### src/rtl/doorlock_pkg.sv
// Shared constants, FSM state type and key map for the door-lock keypad path.
package doorlock_pkg;

    localparam int unsigned NUM_ROWS = 4;
    localparam int unsigned NUM_COLS = 3;
    localparam int unsigned NUM_KEYS = NUM_ROWS * NUM_COLS;

    localparam logic [3:0] KEY_STAR = 4'd10;
    localparam logic [3:0] KEY_HASH = 4'd11;

    typedef enum logic [1:0] {
        IDLE,
        DEBOUNCE,
        HELD,
        RELEASE
    } state_t;

    // Snapshot bit index (row*3+col) to key code.
    // Rows 0..2 carry digits 1..9 in order; row 3 is `*`, 0, `#`.
    function automatic logic [3:0] key_of_idx(input logic [3:0] idx);
        case (idx)
            4'd9:    key_of_idx = KEY_STAR;
            4'd10:   key_of_idx = 4'd0;
            4'd11:   key_of_idx = KEY_HASH;
            default: key_of_idx = idx + 4'd1;
        endcase
    endfunction

endpackage

### src/rtl/sync2.sv
// Two-flop synchroniser for asynchronous level inputs.
module sync2 #(
    parameter int unsigned          WIDTH   = 1,
    parameter logic [WIDTH-1:0]     RST_VAL = '0
) (
    input  logic             clk,
    input  logic             rst_n,
    input  logic [WIDTH-1:0] d,
    output logic [WIDTH-1:0] q
);

    logic [WIDTH-1:0] meta_q, meta_d;
    logic [WIDTH-1:0] sync_q, sync_d;

    // Next values: shift the input through the two stages.
    always_comb begin
        meta_d = d;
        sync_d = meta_q;
    end

    // Synchroniser flops.
    always_ff @(posedge clk or negedge rst_n) begin
        if (!rst_n) begin
            meta_q <= RST_VAL;
            sync_q <= RST_VAL;
        end else begin
            meta_q <= meta_d;
            sync_q <= sync_d;
        end
    end

    assign q = sync_q;

endmodule

### src/rtl/keypad_scanner.sv
// 4x3 matrix keypad scanner: column scan, frame debounce, one event per press.
module keypad_scanner
    import doorlock_pkg::*;
#(
    parameter int unsigned SCAN_DIV   = 1000,
    parameter int unsigned DEBOUNCE_N = 4
) (
    input  logic       clk,
    input  logic       rst_n,
    input  logic [3:0] row_n,
    output logic [2:0] col_n,
    output logic [3:0] key_code,
    output logic [9:0] key_onehot,
    output logic       key_valid,
    output logic       key_held
);

    localparam int unsigned      DIV_W      = (SCAN_DIV > 1) ? $clog2(SCAN_DIV) : 1;
    localparam logic [DIV_W-1:0] DIV_LAST   = DIV_W'(SCAN_DIV - 1);
    localparam logic [3:0]       STABLE_MAX = 4'(DEBOUNCE_N);

    logic [3:0]          row_sync;
    logic [DIV_W-1:0]    div_q, div_d;
    logic [1:0]          col_q, col_d;
    logic [NUM_KEYS-1:0] snap_q, snap_d;
    logic [NUM_KEYS-1:0] prev_q, prev_d;
    logic [3:0]          stable_cnt_q, stable_cnt_d;
    logic [3:0]          cand_q, cand_d;
    state_t              state_q, state_d;
    logic [3:0]          key_code_q, key_code_d;
    logic [9:0]          key_onehot_q, key_onehot_d;
    logic                key_valid_q, key_valid_d;
    logic                key_held_q, key_held_d;

    logic                frame_end;
    logic [3:0]          ones;
    logic [3:0]          single_idx;
    logic                is_single;
    logic                same;
    logic [3:0]          bit_idx;

    // Rows idle high, so the synchroniser resets to "nothing pressed".
    sync2 #(.WIDTH(4), .RST_VAL(4'b1111)) u_row_sync (
        .clk   (clk),
        .rst_n (rst_n),
        .d     (row_n),
        .q     (row_sync)
    );

    // Column scan: divider, column index, per-column row sampling and frame classification.
    always_comb begin
        div_d     = div_q + 1'b1;
        col_d     = col_q;
        snap_d    = snap_q;
        frame_end = 1'b0;
        bit_idx   = '0;
        if (div_q == DIV_LAST) begin
            div_d     = '0;
            col_d     = (col_q == 2'd2) ? 2'd0 : col_q + 2'd1;
            frame_end = (col_q == 2'd2);
            for (int unsigned r = 0; r < NUM_ROWS; r++) begin
                bit_idx         = 4'(r * NUM_COLS) + {2'b00, col_q};
                snap_d[bit_idx] = ~row_sync[2'(r)];
            end
        end
        // The completed frame is snap_d, which already includes column 2.
        ones       = '0;
        single_idx = '0;
        for (int unsigned i = 0; i < NUM_KEYS; i++) begin
            if (snap_d[4'(i)]) begin
                ones       = ones + 4'd1;
                single_idx = 4'(i);
            end
        end
        is_single = (ones == 4'd1);
        same      = (snap_d == prev_q);
    end

    // Debounce FSM and output registers, evaluated on frame end only.
    always_comb begin
        state_d      = state_q;
        prev_d       = prev_q;
        stable_cnt_d = stable_cnt_q;
        cand_d       = cand_q;
        key_code_d   = key_code_q;
        key_onehot_d = key_onehot_q;
        key_valid_d  = 1'b0;
        key_held_d   = key_held_q;
        if (frame_end) begin
            prev_d       = snap_d;
            stable_cnt_d = !same ? 4'd1
                         : (stable_cnt_q < STABLE_MAX) ? stable_cnt_q + 4'd1 : STABLE_MAX;
            case (state_q)
                IDLE: begin
                    if (is_single) begin
                        state_d      = DEBOUNCE;
                        stable_cnt_d = 4'd1;
                        cand_d       = single_idx;
                    end
                end
                DEBOUNCE: begin
                    if (!same) begin
                        // A changed frame is re-evaluated as if arriving in IDLE.
                        if (is_single) begin
                            stable_cnt_d = 4'd1;
                            cand_d       = single_idx;
                        end else begin
                            state_d = IDLE;
                        end
                    end else if (stable_cnt_d >= STABLE_MAX) begin
                        state_d      = HELD;
                        key_code_d   = key_of_idx(cand_q);
                        key_onehot_d = (key_of_idx(cand_q) <= 4'd9)
                                     ? (10'd1 << key_of_idx(cand_q)) : '0;
                        key_valid_d  = 1'b1;
                        key_held_d   = 1'b1;
                    end
                end
                HELD: begin
                    if (snap_d != (NUM_KEYS'(1) << cand_q)) begin
                        state_d      = RELEASE;
                        stable_cnt_d = 4'd1;
                        key_held_d   = 1'b0;
                    end
                end
                RELEASE: begin
                    // stable_cnt_d counts consecutive identical frames; only
                    // all-clear frames may end the release.
                    if ((ones == 4'd0) && (stable_cnt_d >= STABLE_MAX)) begin
                        state_d = IDLE;
                    end
                end
                default: state_d = IDLE;
            endcase
        end
    end

    // State and datapath registers.
    always_ff @(posedge clk or negedge rst_n) begin
        if (!rst_n) begin
            div_q        <= '0;
            col_q        <= '0;
            snap_q       <= '0;
            prev_q       <= '0;
            stable_cnt_q <= '0;
            cand_q       <= '0;
            state_q      <= IDLE;
            key_code_q   <= '0;
            key_onehot_q <= '0;
            key_valid_q  <= 1'b0;
            key_held_q   <= 1'b0;
        end else begin
            div_q        <= div_d;
            col_q        <= col_d;
            snap_q       <= snap_d;
            prev_q       <= prev_d;
            stable_cnt_q <= stable_cnt_d;
            cand_q       <= cand_d;
            state_q      <= state_d;
            key_code_q   <= key_code_d;
            key_onehot_q <= key_onehot_d;
            key_valid_q  <= key_valid_d;
            key_held_q   <= key_held_d;
        end
    end

    assign col_n      = ~(3'b001 << col_q);
    assign key_code   = key_code_q;
    assign key_onehot = key_onehot_q;
    assign key_valid  = key_valid_q;
    assign key_held   = key_held_q;

endmodule

### config.mk
export PLATFORM = sky130hd
export DESIGN_NAME = keypad_scanner
export DESIGN_NICKNAME = d
export VERILOG_FILES = /design/src/rtl/doorlock_pkg.sv /design/src/rtl/sync2.sv /design/src/rtl/keypad_scanner.sv
export SDC_FILE = /design/constraint.sdc
export NUM_CORES = 1
export LEC_CHECK = 0
export CAP_MARGIN = 20
export CORE_MARGIN = 2
export CORE_UTILIZATION = 50
export DETAILED_ROUTE_END_ITERATION = 16
export PLACE_DENSITY = 0.79
export SYNTH_ARGS = -nofsm -noshare
export SYNTH_HDL_FRONTEND = slang
export SYNTH_SLANG_ARGS = --single-unit
### constraint.sdc
create_clock -name clk -period 7.4 [get_ports clk]
set_input_delay 1.48 -clock clk [delete_from_list [all_inputs] [get_ports clk]]
set_output_delay 1.48 -clock clk [all_outputs]
set_load 0.005 [all_outputs]
==> results.py <==
metrics = {
    "clocking": {
        "cts_tree": "yes",
        "cts_root_buffer": "clkbuf_8",
        "worstSkewPairLatency_ns": 0.37,
        "clock-sinks": 70,
        "cts_buffer_depth": 2,
        "clk_pin_slew_ns": 0.09,
        "cts_made_buffers": 9,
        "cts.htree.levels": 3,
    },
    "die": {
        "ios": 25,
        "initial_core_util_pct": 51.15,
        "rows": 36,
        "die_h_um": 103.5,
        "core_area_um2": 9684,
        "dieWidth_um": 103.5,
        "die-area_um2": 10720,
    },
    "synth": {
        "synth_compound_area_share_pct": 13.84,
        "synth_fa_ha_area_share_pct": 6.289,
        "synthMuxAreaShare_pct": 6.643,
        "synth_nets": 567,
        "synth_edf_count": 0,
        "synth-simple-area-share_pct": 22.20,
        "synthArstFlopShare_pct": 100.0,
        "synth_xor_area_share_pct": 11.42,
        "synth_seq_area_share_pct": 35.56,
        "synthCells": 537,
        "ys_seq_elements": 70,
        "ys_warn_count": 0,
        "synthesis.area_um2": 4954,
        "syn_area_per_cell_um2": 9.224,
        "synthFlopType": "dfrtp_1",
        "synth_cell_types": 68,
        "synth_top_family_by_area": "simple AND/OR/NAND/NOR gates",
    },
    "grt": {
        "overflow": 0,
        "grt_pass1_wl_um": 21840,
        "grt_max_degree": 71,
        "grt_pass1_vias": 4478,
        "antenna_found_initial": 0,
        "grt_util_all_layers_pct": 25.38,
    },
    "pwr": {
        "pwr-share-comb_pct": 1.9,
        "p_leak_nw": 3.027,
        "cellPowerDensity_nw_per_um2": 114.2,
        "p_sw_w": 0.0001799,
        "clockPowerShare_pct": 45.4,
        "switching_share_pct": 24.40,
        "intPower_w": 0.0005574,
        "ir_worst_vdd_v": 0.0001315,
        "seq_power_share_pct": 52.7,
    },
    "placement": {
        "dp_hpwl_um": 8725,
        "port_buffers": 24,
        "place_area_um2": 5592,
        "gp_congestion": 0.9123,
        "pre_cts_ws_ns": -0.2384,
    },
    "outcome": {
        "outcome": "complete, but fails checks",
        "violations": "setup timing",
    },
    "timing": {
        "setup_viol": 4,
        "maxSlewViolCount": 0,
        "worstMarginPinSlew_ns": 0.9211,
        "max_clock_freq_mhz": 134.4,
        "hold_viol": 0,
        "hold_ws_ns": 0.3583,
        "rsz0062_at_grt": "true",
        "fin_ws_ns": -0.04104,
        "relSlewSlack_pct": 38.36,
        "skew_ns": 0.01602,
        "finalCritPeriodShare_pct": 100.6,
        "fin_crit_ns": 7.441,
        "tns_ns": -0.1184,
    },
    "critical_path": {
        "cp_max_fo": 8,
        "crit_slowest_cell": "or4_4",
        "end_kind": "flip-flop",
        "critPathRequiredTime_ns": 7.65,
        "cp-start-kind": "flip-flop",
        "slowest_delay_ns": 0.47,
        "cp_data_arrival_time_ns": 7.70,
        "cpMostUsedCell": "buf_4",
        "critPathKind": "flip-flop to flip-flop",
    },
    "layout": {
        "drive_above_1_share_pct": 28.68,
        "diodes": 0,
        "final_nets": 670,
        "multi_input_area_um2": 3303,
        "areaGrowthSynthToFinish_pct": 30.29,
        "fin_area_um2": 6454,
        "seqCellArea_um2": 1762,
        "fill_cells": 696,
    },
    "detailed_routing": {
        "drtAntennaViolNets": 0,
        "routed_wl_um": 14260,
        "drcViolationCount": 0,
        "initialDrtViolationCount": 402,
        "vias_per_cell": 5.945,
        "dr.pass1.iters": 5,
        "vias": 4625,
        "wl_per_cell_um": 18.33,
    },
    "run": {
        "cap_violations": 0,
    },
    "min_path": {
        "hold_class": "flip-flop to flip-flop",
    },
}
synth_stat cells, types with 10 or more instances:
cell	count	area (um^2)
nor2b_1	11	68.82
inv_1	27	101.4
xnor2_1	27	236.5
nor2_1	32	120.1
dfrtp_1	62	1551
nand2b_1	18	112.6
ha_1	24	300.3
clkbuf_1	12	45.04
nand2_1	68	255.2
xor2_1	10	87.58
o21ai_0	32	160.2
a31oi_1	11	68.82
nor3_1	13	65.06
mux2_2	10	112.6
mux2i_1	10	100.1
a21oi_1	19	95.09
nand3_1	16	80.08
per-stage QoR:
step | util [%] | power (W) | instances
6_report | 66.64 | 0.0007373 | 778
2_1_floorplan | - | 0.0003974 | 537
5_1_grt | 66.64 | 0.0007576 | 778
4_1_cts | 63.72 | 0.0007405 | 761
3_5_place_dp | 57.74 | 0.0004101 | 709
3_3_place_gp | 57.74 | 0.0004096 | 709
placed cells by master (no fill, tap or decap), types with 6 or more instances in the layout:
cell type        netlist  routed
a21oi_1               19      19
a31oi_1               11       7
and2_1                 9       9
and3_1                 9       9
buf_4                  1      85
clkbuf_8               0      10
clkdlybuf4s50_1        0      23
dfrtp_1               62      62
dfstp_2                8       8
ha_1                  24      13
ha_4                   0       6
inv_1                 27      24
inv_2                  4       7
mux2_2                10      10
mux2i_1               10      10
nand2_1               68      63
nand2b_1              18      16
nand3_1               16      16
nand4_1                7       7
nor2_1                32      29
nor2b_1               11      11
nor3_1                13      13
o21ai_0               32      30
o31ai_1                9       7
xnor2_1               27      23
xor2_1                10       8
repair_timing:
item                                    in CTS  in global routing
setup buffers                               36                 18
pin swaps                                   12                 26
endpoints found under the setup margin       5                  8
gates resized for setup                     19                 26
hold buffers                                 0                  0
final timing paths:
path,depth (start not counted),start,end,slack [ns]
max,41,div_q[1],cand_q[2],-0.04
min reg2reg,0,u_row_sync.meta_q[1],u_row_sync.q[1],0.36
max reg2reg,41,div_q[1],cand_q[2],-0.04
min in group asynchronous,2,rst_n,div_q[4],1.30
max in group asynchronous,2,rst_n,key_onehot[3],5.47
min,0,u_row_sync.meta_q[1],u_row_sync.q[1],0.36
kinds of logic (layout without fill, tap and decap cells):
family	Yosys count	in the layout
adders and majority gates	25	25
DFF	70	70
muxes	28	28
and+or+nand+nor	210	210
xor gates and xnor gates	48	48
AOI/OAI and AO/OA	105	105
buffers and inverters	51	159
registers in the layout (all words and copies together), names as in the netlist, named ones only:
signal,count
prev_q,12
u_row_sync.q,4
stable_cnt_q,4
snap_q,12
col_q,2
state_q,1
cand_q,4
key_valid,1
u_row_sync.meta_q,4
key_onehot,10
key_code,4
key_held,1
div_q,10
area by class of cell:
class | count | share of cell area, %
clock buffers | 10 | 2.133
inverters | 32 | 1.861
multi-input cells | 416 | 51.18
flip-flops and latches | 70 | 27.30
repair buffers | 111 | 13.88
clock inverters | 6 | 1.066
well taps | 133 | 2.579
critical path: cells and delay by family, from the launching register on:
kind	cells	cell delay (ns)
and+or+nand+nor	3	0.84
AOI/OAI and AO/OA	4	1.02
buffers and inverters	27	3.44
muxes	1	0.32
xor gates and xnor gates	3	0.61
adders and majority gates	3	0.68
DFF	1	0.38
power groups by stage:
stage	Sequential [W]	Combinational (W)	Clock (W)
2_1_floorplan	0.000395	0.00000242	0
3_3_place_gp	0.000396	0.0000140	0
3_5_place_dp	0.000396	0.0000142	0
4_1_cts	0.000388	0.0000146	0.000337
5_1_grt	0.000389	0.0000163	0.000352
6_report	0.000389	0.0000143	0.000334
per-layer routing:
layer / track usage [%] / vias up / wire length, um
li1: - / 2102 / -
met1: 31.95 / 2236 / 5745
met3: 5.538 / 58 / 1038
met5: 0 / - / 0
met2: 40.63 / 229 / 6894
met4: 14.19 / 0 / 584
No activity file was read; power rests on OpenSTA's default activity.
